## config.mk

```make
export PLATFORM = sky130hd
export DESIGN_NAME = tpu_mac_sequencer
export DESIGN_NICKNAME = d
export VERILOG_FILES = /design/src/rtl/tpu_seq_pkg.sv /design/src/rtl/tpu_seq_len_counter.sv /design/src/rtl/tpu_mac_sequencer.sv
export SDC_FILE = /design/constraint.sdc
export NUM_CORES = 1
export LEC_CHECK = 0
export ABC_AREA = 1
export CORE_UTILIZATION = 38
export DETAILED_ROUTE_END_ITERATION = 8
export PLACE_DENSITY_LB_ADDON = 0.2
export SETUP_SLACK_MARGIN = 0.15
export SLEW_MARGIN = 20
export SYNTH_ARGS = -nofsm -noshare
export SYNTH_HDL_FRONTEND = slang
export SYNTH_HIERARCHICAL = 1
export SYNTH_SLANG_ARGS = --single-unit
```

## constraint.sdc

```tcl
create_clock -name clk -period 1.5 [get_ports clk]
set_input_delay 0.15 -clock clk [delete_from_list [all_inputs] [get_ports clk]]
set_output_delay 0.15 -clock clk [all_outputs]
set_load 0.02 [all_outputs]
```

## src/rtl/tpu_seq_pkg.sv

```systemverilog
// Shared types and constants for the minifloat MAC job sequencer.
// TPU_SEQ_ERR_ABORT_EN adds the DRAIN state used after an errored beat.
package tpu_seq_pkg;

  localparam int MF_W   = 8;
  localparam int ACC_W  = 34;
  localparam int HALF_W = 17;

  localparam logic [MF_W-1:0] ZERO_OP = 8'h00;

  typedef enum logic [2:0] {
    S_IDLE    = 3'd0,
    S_FEED    = 3'd1,
    S_READ_HI = 3'd2,
    S_READ_LO = 3'd3,
    S_DONE    = 3'd4
`ifdef TPU_SEQ_ERR_ABORT_EN
    ,
    S_DRAIN   = 3'd5
`endif
  } seq_state_e;

  // States in which operand beats are handshaken.
  function automatic logic takes_beats(
    input seq_state_e s
  );
`ifdef TPU_SEQ_ERR_ABORT_EN
    return (s == S_FEED) || (s == S_DRAIN);
`else
    return (s == S_FEED);
`endif
  endfunction

  // States that hold the MAC accumulator at zero.
  function automatic logic clears_mac(
    input seq_state_e s
  );
    return (s == S_IDLE) || (s == S_DONE);
  endfunction

endpackage

```

## src/rtl/tpu_seq_len_counter.sv

```systemverilog
// Beat down-counter for the MAC sequencer.
// Loads the job length, decrements per beat, flags the final beat.
module tpu_seq_len_counter #(
  parameter int unsigned LEN_W = 8
) (
  input  logic             clk,
  input  logic             reset,
  input  logic             i_load,
  input  logic [LEN_W-1:0] i_load_val,
  input  logic             i_dec,
  output logic             o_last
);

  logic [LEN_W-1:0] r_count;

  always_ff @(posedge clk or negedge reset) begin
    if (!reset) begin
      r_count <= '0;
    end else if (i_load) begin
      r_count <= i_load_val;
    end else if (i_dec && (r_count != '0)) begin
      r_count <= r_count - 1'b1;
    end
  end

  assign o_last = (r_count == LEN_W'(1));

endmodule

```

## src/rtl/tpu_mac_sequencer.sv

```systemverilog
// Job controller streaming operand pairs into the minifloat MAC.
// Optional TPU_SEQ_ERR_ABORT_EN: stop accumulating after first error.
module tpu_mac_sequencer #(
  parameter int unsigned LEN_W   = 8,
  parameter logic [7:0]  ZERO_OP = tpu_seq_pkg::ZERO_OP
) (
  input  logic             clk,
  input  logic             reset,
  input  logic             job_start,
  input  logic [LEN_W-1:0] job_len,
  output logic             job_ready,
  input  logic             in_valid,
  output logic             in_ready,
  input  logic [7:0]       in_a,
  input  logic [7:0]       in_b,
  output logic             res_valid,
  input  logic             res_ready,
  output logic [33:0]      res_data,
  output logic             res_err,
  output logic             busy,
  output logic             mac_clear,
  output logic [7:0]       mac_in1,
  output logic [7:0]       mac_in2,
  output logic             mac_out_hl,
  input  logic [16:0]      mac_out,
  input  logic             mac_error
);

  import tpu_seq_pkg::*;

  seq_state_e       r_state;
  logic [ACC_W-1:0] r_res_data;
  logic             r_res_err;
  logic             r_res_valid;

  logic w_load;
  logic w_beat;
  logic w_feed_beat;
  logic w_last;
  logic w_len_zero;

  assign job_ready  = (r_state == S_IDLE);
  assign busy       = (r_state != S_IDLE);
  assign in_ready   = takes_beats(r_state);
  assign mac_clear  = clears_mac(r_state);
  assign mac_out_hl = (r_state == S_READ_HI);

  assign w_load      = job_ready & job_start;
  assign w_len_zero  = (job_len == '0);
  assign w_beat      = in_valid & in_ready;
  assign w_feed_beat = w_beat & (r_state == S_FEED);

  // Only FEED beats reach the MAC; everything else multiplies zeros.
  assign mac_in1 = w_feed_beat ? in_a : ZERO_OP;
  assign mac_in2 = w_feed_beat ? in_b : ZERO_OP;

  assign res_valid = r_res_valid;
  assign res_data  = r_res_data;
  assign res_err   = r_res_err;

  tpu_seq_len_counter #(
    .LEN_W(LEN_W)
  ) u_len_cnt (
    .clk       (clk),
    .reset     (reset),
    .i_load    (w_load),
    .i_load_val(job_len),
    .i_dec     (w_beat),
    .o_last    (w_last)
  );

  always_ff @(posedge clk or negedge reset) begin
    if (!reset) begin
      r_state     <= S_IDLE;
      r_res_data  <= '0;
      r_res_err   <= 1'b0;
      r_res_valid <= 1'b0;
    end else begin
      unique case (r_state)
        S_IDLE: begin
          if (job_start) begin
            r_res_err <= 1'b0;
            r_state   <= w_len_zero ? S_READ_HI
                                    : S_FEED;
          end
        end
        S_FEED: begin
          if (w_beat) begin
            r_res_err <= r_res_err | mac_error;
            if (w_last) begin
              r_state <= S_READ_HI;
`ifdef TPU_SEQ_ERR_ABORT_EN
            end else if (mac_error) begin
              r_state <= S_DRAIN;
`endif
            end
          end
        end
`ifdef TPU_SEQ_ERR_ABORT_EN
        S_DRAIN: begin
          if (w_beat && w_last) begin
            r_state <= S_READ_HI;
          end
        end
`endif
        S_READ_HI: begin
          r_res_data[ACC_W-1:HALF_W] <= mac_out;
          r_state <= S_READ_LO;
        end
        S_READ_LO: begin
          r_res_data[HALF_W-1:0] <= mac_out;
          r_res_valid <= 1'b1;
          r_state     <= S_DONE;
        end
        S_DONE: begin
          if (res_ready) begin
            r_res_valid <= 1'b0;
            r_state     <= S_IDLE;
          end
        end
        default: begin
          r_res_valid <= 1'b0;
          r_state     <= S_IDLE;
        end
      endcase
    end
  end

endmodule

```

==> results of run 1 <==
## where the power goes
| part | internal [mW] | leakage, nW | switching [mW] |
|---|---|---|---|
| Sequential | 1.89 | 0.576 | 0.382 |
| Combinational | 2.03 | 1.40 | 2.75 |
| Clock | 0.487 | 0.0502 | 0.419 |
| Total | 4.41 | 2.03 | 3.55 |
## worst register-to-register path, cell delays in order, from the launching register on
cell and delay (ns):
dfrtp_1 0.41, nor2_4 0.12, buf_4 0.11, buf_6 0.09
nand2_4 0.06, buf_4 0.14, nor2_4 0.19, buf_6 0.15
nand2_1 0.05, o21ai_0 0.06, nand2_1 0.09, o21ai_2 0.05
## logic make-up (layout without fill, tap and decap cells)
kind of cell	count (synthesis)	in the layout	share of synthesized area
AO/OA/AOI/OAI	49	49	0.113
flip-flops	47	47	0.490
XOR/XNOR	1	1	0.00365
adder cells (fa/ha/maj)	3	3	0.0156
AND/OR/NAND/NOR	139	140	0.268
buffers and inverters	60	189	0.109
## layout make-up
type | instances | area [um2] | share of cell area
clock inverter | 2 | 37.5 | 0.00955
timing repair buffer | 130 | 1230 | 0.313
tap | 75 | 93.8 | 0.0239
inverter | 52 | 213 | 0.0541
clock buffer | 5 | 68.8 | 0.0175
multi-input combinational | 193 | 1110 | 0.282
sequential | 47 | 1180 | 0.300
## worst max path at each step
stage,start,endpoint,slack [ns],cells after the start
2_1_floorplan,r_state[1]$_DFFE_PN0P_,u_len_cnt/r_count[2]$_DFFE_PN0P_,0.12,7
3_5_place_dp,in_valid,mac_in1[7],-0.39,6
6_report,r_state[2]$_DFFE_PN0P_,u_len_cnt/r_count[0]$_DFFE_PN0P_,-0.07,11
4_1_cts,r_state[2]$_DFFE_PN0P_,mac_in1[1],-0.10,6
5_1_grt,r_state[2]$_DFFE_PN0P_,mac_in1[3],-0.17,6
3_3_place_gp,in_valid,mac_in1[3],-0.32,6
## state kept, by name, indices dropped and copies added (netlist names)
signal	flops
r_state	3
res_data	34
res_err	1
res_valid	1
u_len_cnt/r_count	8
## per-layer routing
layer,share of wire,GRT usage,vias up
met5,0,0,-
met4,0.0048,0.0482,0
met3,0.089,0.0533,4
met2,0.48,0.321,93
met1,0.43,0.232,1027
li1,-,-,1173
## synth_stat cells (all sizes together)
| cell | n |
|---|---|
| nand3 | 15 |
| nor2 | 37 |
| nor3 | 1 |
| dlymetal6s2s | 1 |
| a21oi | 3 |
| clkbuf | 3 |
| buf | 4 |
| dfrtp | 47 |
| ha | 3 |
| nand3b | 1 |
| xnor2 | 1 |
| o21ai | 46 |
| nand4 | 1 |
| inv | 52 |
| nand2 | 84 |
## stage by stage
| step | setup TNS, ns | cell area [um2] | setup WS (ns) |
|---|---|---|---|
| 6_report | -1.15 | 3930 | -0.0700 |
| 4_1_cts | -1.87 | 3840 | -0.102 |
| 3_5_place_dp | -5.70 | 3640 | -0.392 |
| 3_3_place_gp | -4.91 | 3640 | -0.316 |
| 2_1_floorplan | 0 | 2450 | 0.118 |
| 5_1_grt | -3.34 | 3930 | -0.175 |
## what timing repair did
item | in CTS | in global routing
endpoints found under the setup margin | 67 | 31
buffers inserted | 8 | 3
endpoints found under the hold margin | 47 | 0
hold buffers | 1 | 0
resized for setup | 177 | 18
gates cloned | 2 | 0
pin swaps | 14 | 11
==> results.ini, run 1 <==
[global_routing]
grt_max_degree = 48
grt_pass1_wl_mm = 9.52
grt_util_all_layers = 0.188
overflow = 0
grt_pass1_vias = 2118
antenna_found_initial = 0

[placement]
hpwl_mm = 4.19
io_buffers = 103
routabilityCongestion = 0.830
placedCellCount = 483

[worst_setup_path]
crit_path_end_kind = register
cp.required_ns = 1.73
critical_path_class = reg -> reg
cp-start-kind = register
r2r_end = u_len_cnt/r_count[0]$_DFFE_PN0P_
max_stage_delay_ns = 0.41
cp.arrival_ns = 1.80
r2r-start = r_state[2]$_DFFE_PN0P_
ff2ff_path_depth = 11
cp.buffers_inverters = 4
cp_max_fo = 5
reg2reg_slack_ns = -0.07
cp_top_family = simple AND/OR/NAND/NOR gates
cp_cell_sequence = nor2_4 > buf_4 > buf_6 > nand2_4 > buf_4 > nor2_4 > buf_6 > nand2_1 > o21ai_0 > nand2_1 > o21ai_2
slowest_stage = dfrtp_1

[status]
outcome = finished, violations left
violations = negative setup slack

[layout]
mostFrequentLayoutCell = nand2_1
fin_util = 0.656
layout.cells.non_filler = 504
antenna-diode-count = 0
syn_to_final_growth_pct = 63.8
final_layout_size_suffix_gt1_frac = 0.252
nFillCells = 545
layout_common_cells = nand2_1 (75), inv_1 (45), clkdlybuf4s50_1 (45), dfrtp_1 (45), o21ai_0 (40)
finalNetCount = 479

[clocking]
insertion_delay_ns = 0.29
cts_tree = built
htreeDepth = 2
clock-sinks = 47
cts_root_buf = clkbuf_8
path_clk_slew_ns = 0.08
cts_buffer_depth = 2
cts_buffers = 5

[pwr]
power_mw = 7.96
pwr_density_cell_nw_per_um2 = 2030
ir_drop_mv = 0.952
p_leak_nw = 2.03

[timing]
tightestPinTransition_ns = 0.267
max_slew_margin = 0.822
period_share = 1.05
setup_viol = 24
clock_skew_ns = 0.00665
finalWorstSetupSlack_ns = -0.0700
slew_viol_final = 0
fmax_mhz = 637
fin_crit_ns = 1.57
timing_hold_violations_final = 0
grt_setup_unrepaired = true
fin_hold_ws_ns = 0.353

[floorplanning]
ioPinCount = 104
num_rows = 28
die_w_um = 81.5
initial_core_util = 0.401
dieArea_um2 = 6640
die-height_um = 81.5
core_um2 = 5990

[min_path]
hold_class = in -> async

[yosys]
ys_types = 25
synth_nets = 349
synth.avg_cell_area_um2 = 8.03
synth_top_cell_by_area = dfrtp_1
synth_warnings = 6
syn_inst = 299
yosysTopAreaCellShare = 0.490
synth_area_um2 = 2400
synth_seq_area_share = 0.490
synth-seq-cells = 47
yosys-top-cells-area = dfrtp_1 (49%), nand2_1 (13%), o21ai_0 (8.6%)

[routing]
dr.pass1.iters = 4
drtIter0Drc = 101
totalWireLength_mm = 6.00
wl_per_cell_um = 11.9
drtAntennaViolNets = 0
vias = 2297
avgViaCountPerCell = 4.56
drc_errors = 0

[run]
max-cap-violations = 0

Power figures use the tool's default switching activity.
==> run 2, diff against run 1 <==
Settings changed: TNS_END_PERCENT set to 100.
==> results of run 2 <==
The final DEF is identical to that of run 1; final timing and power are the same.
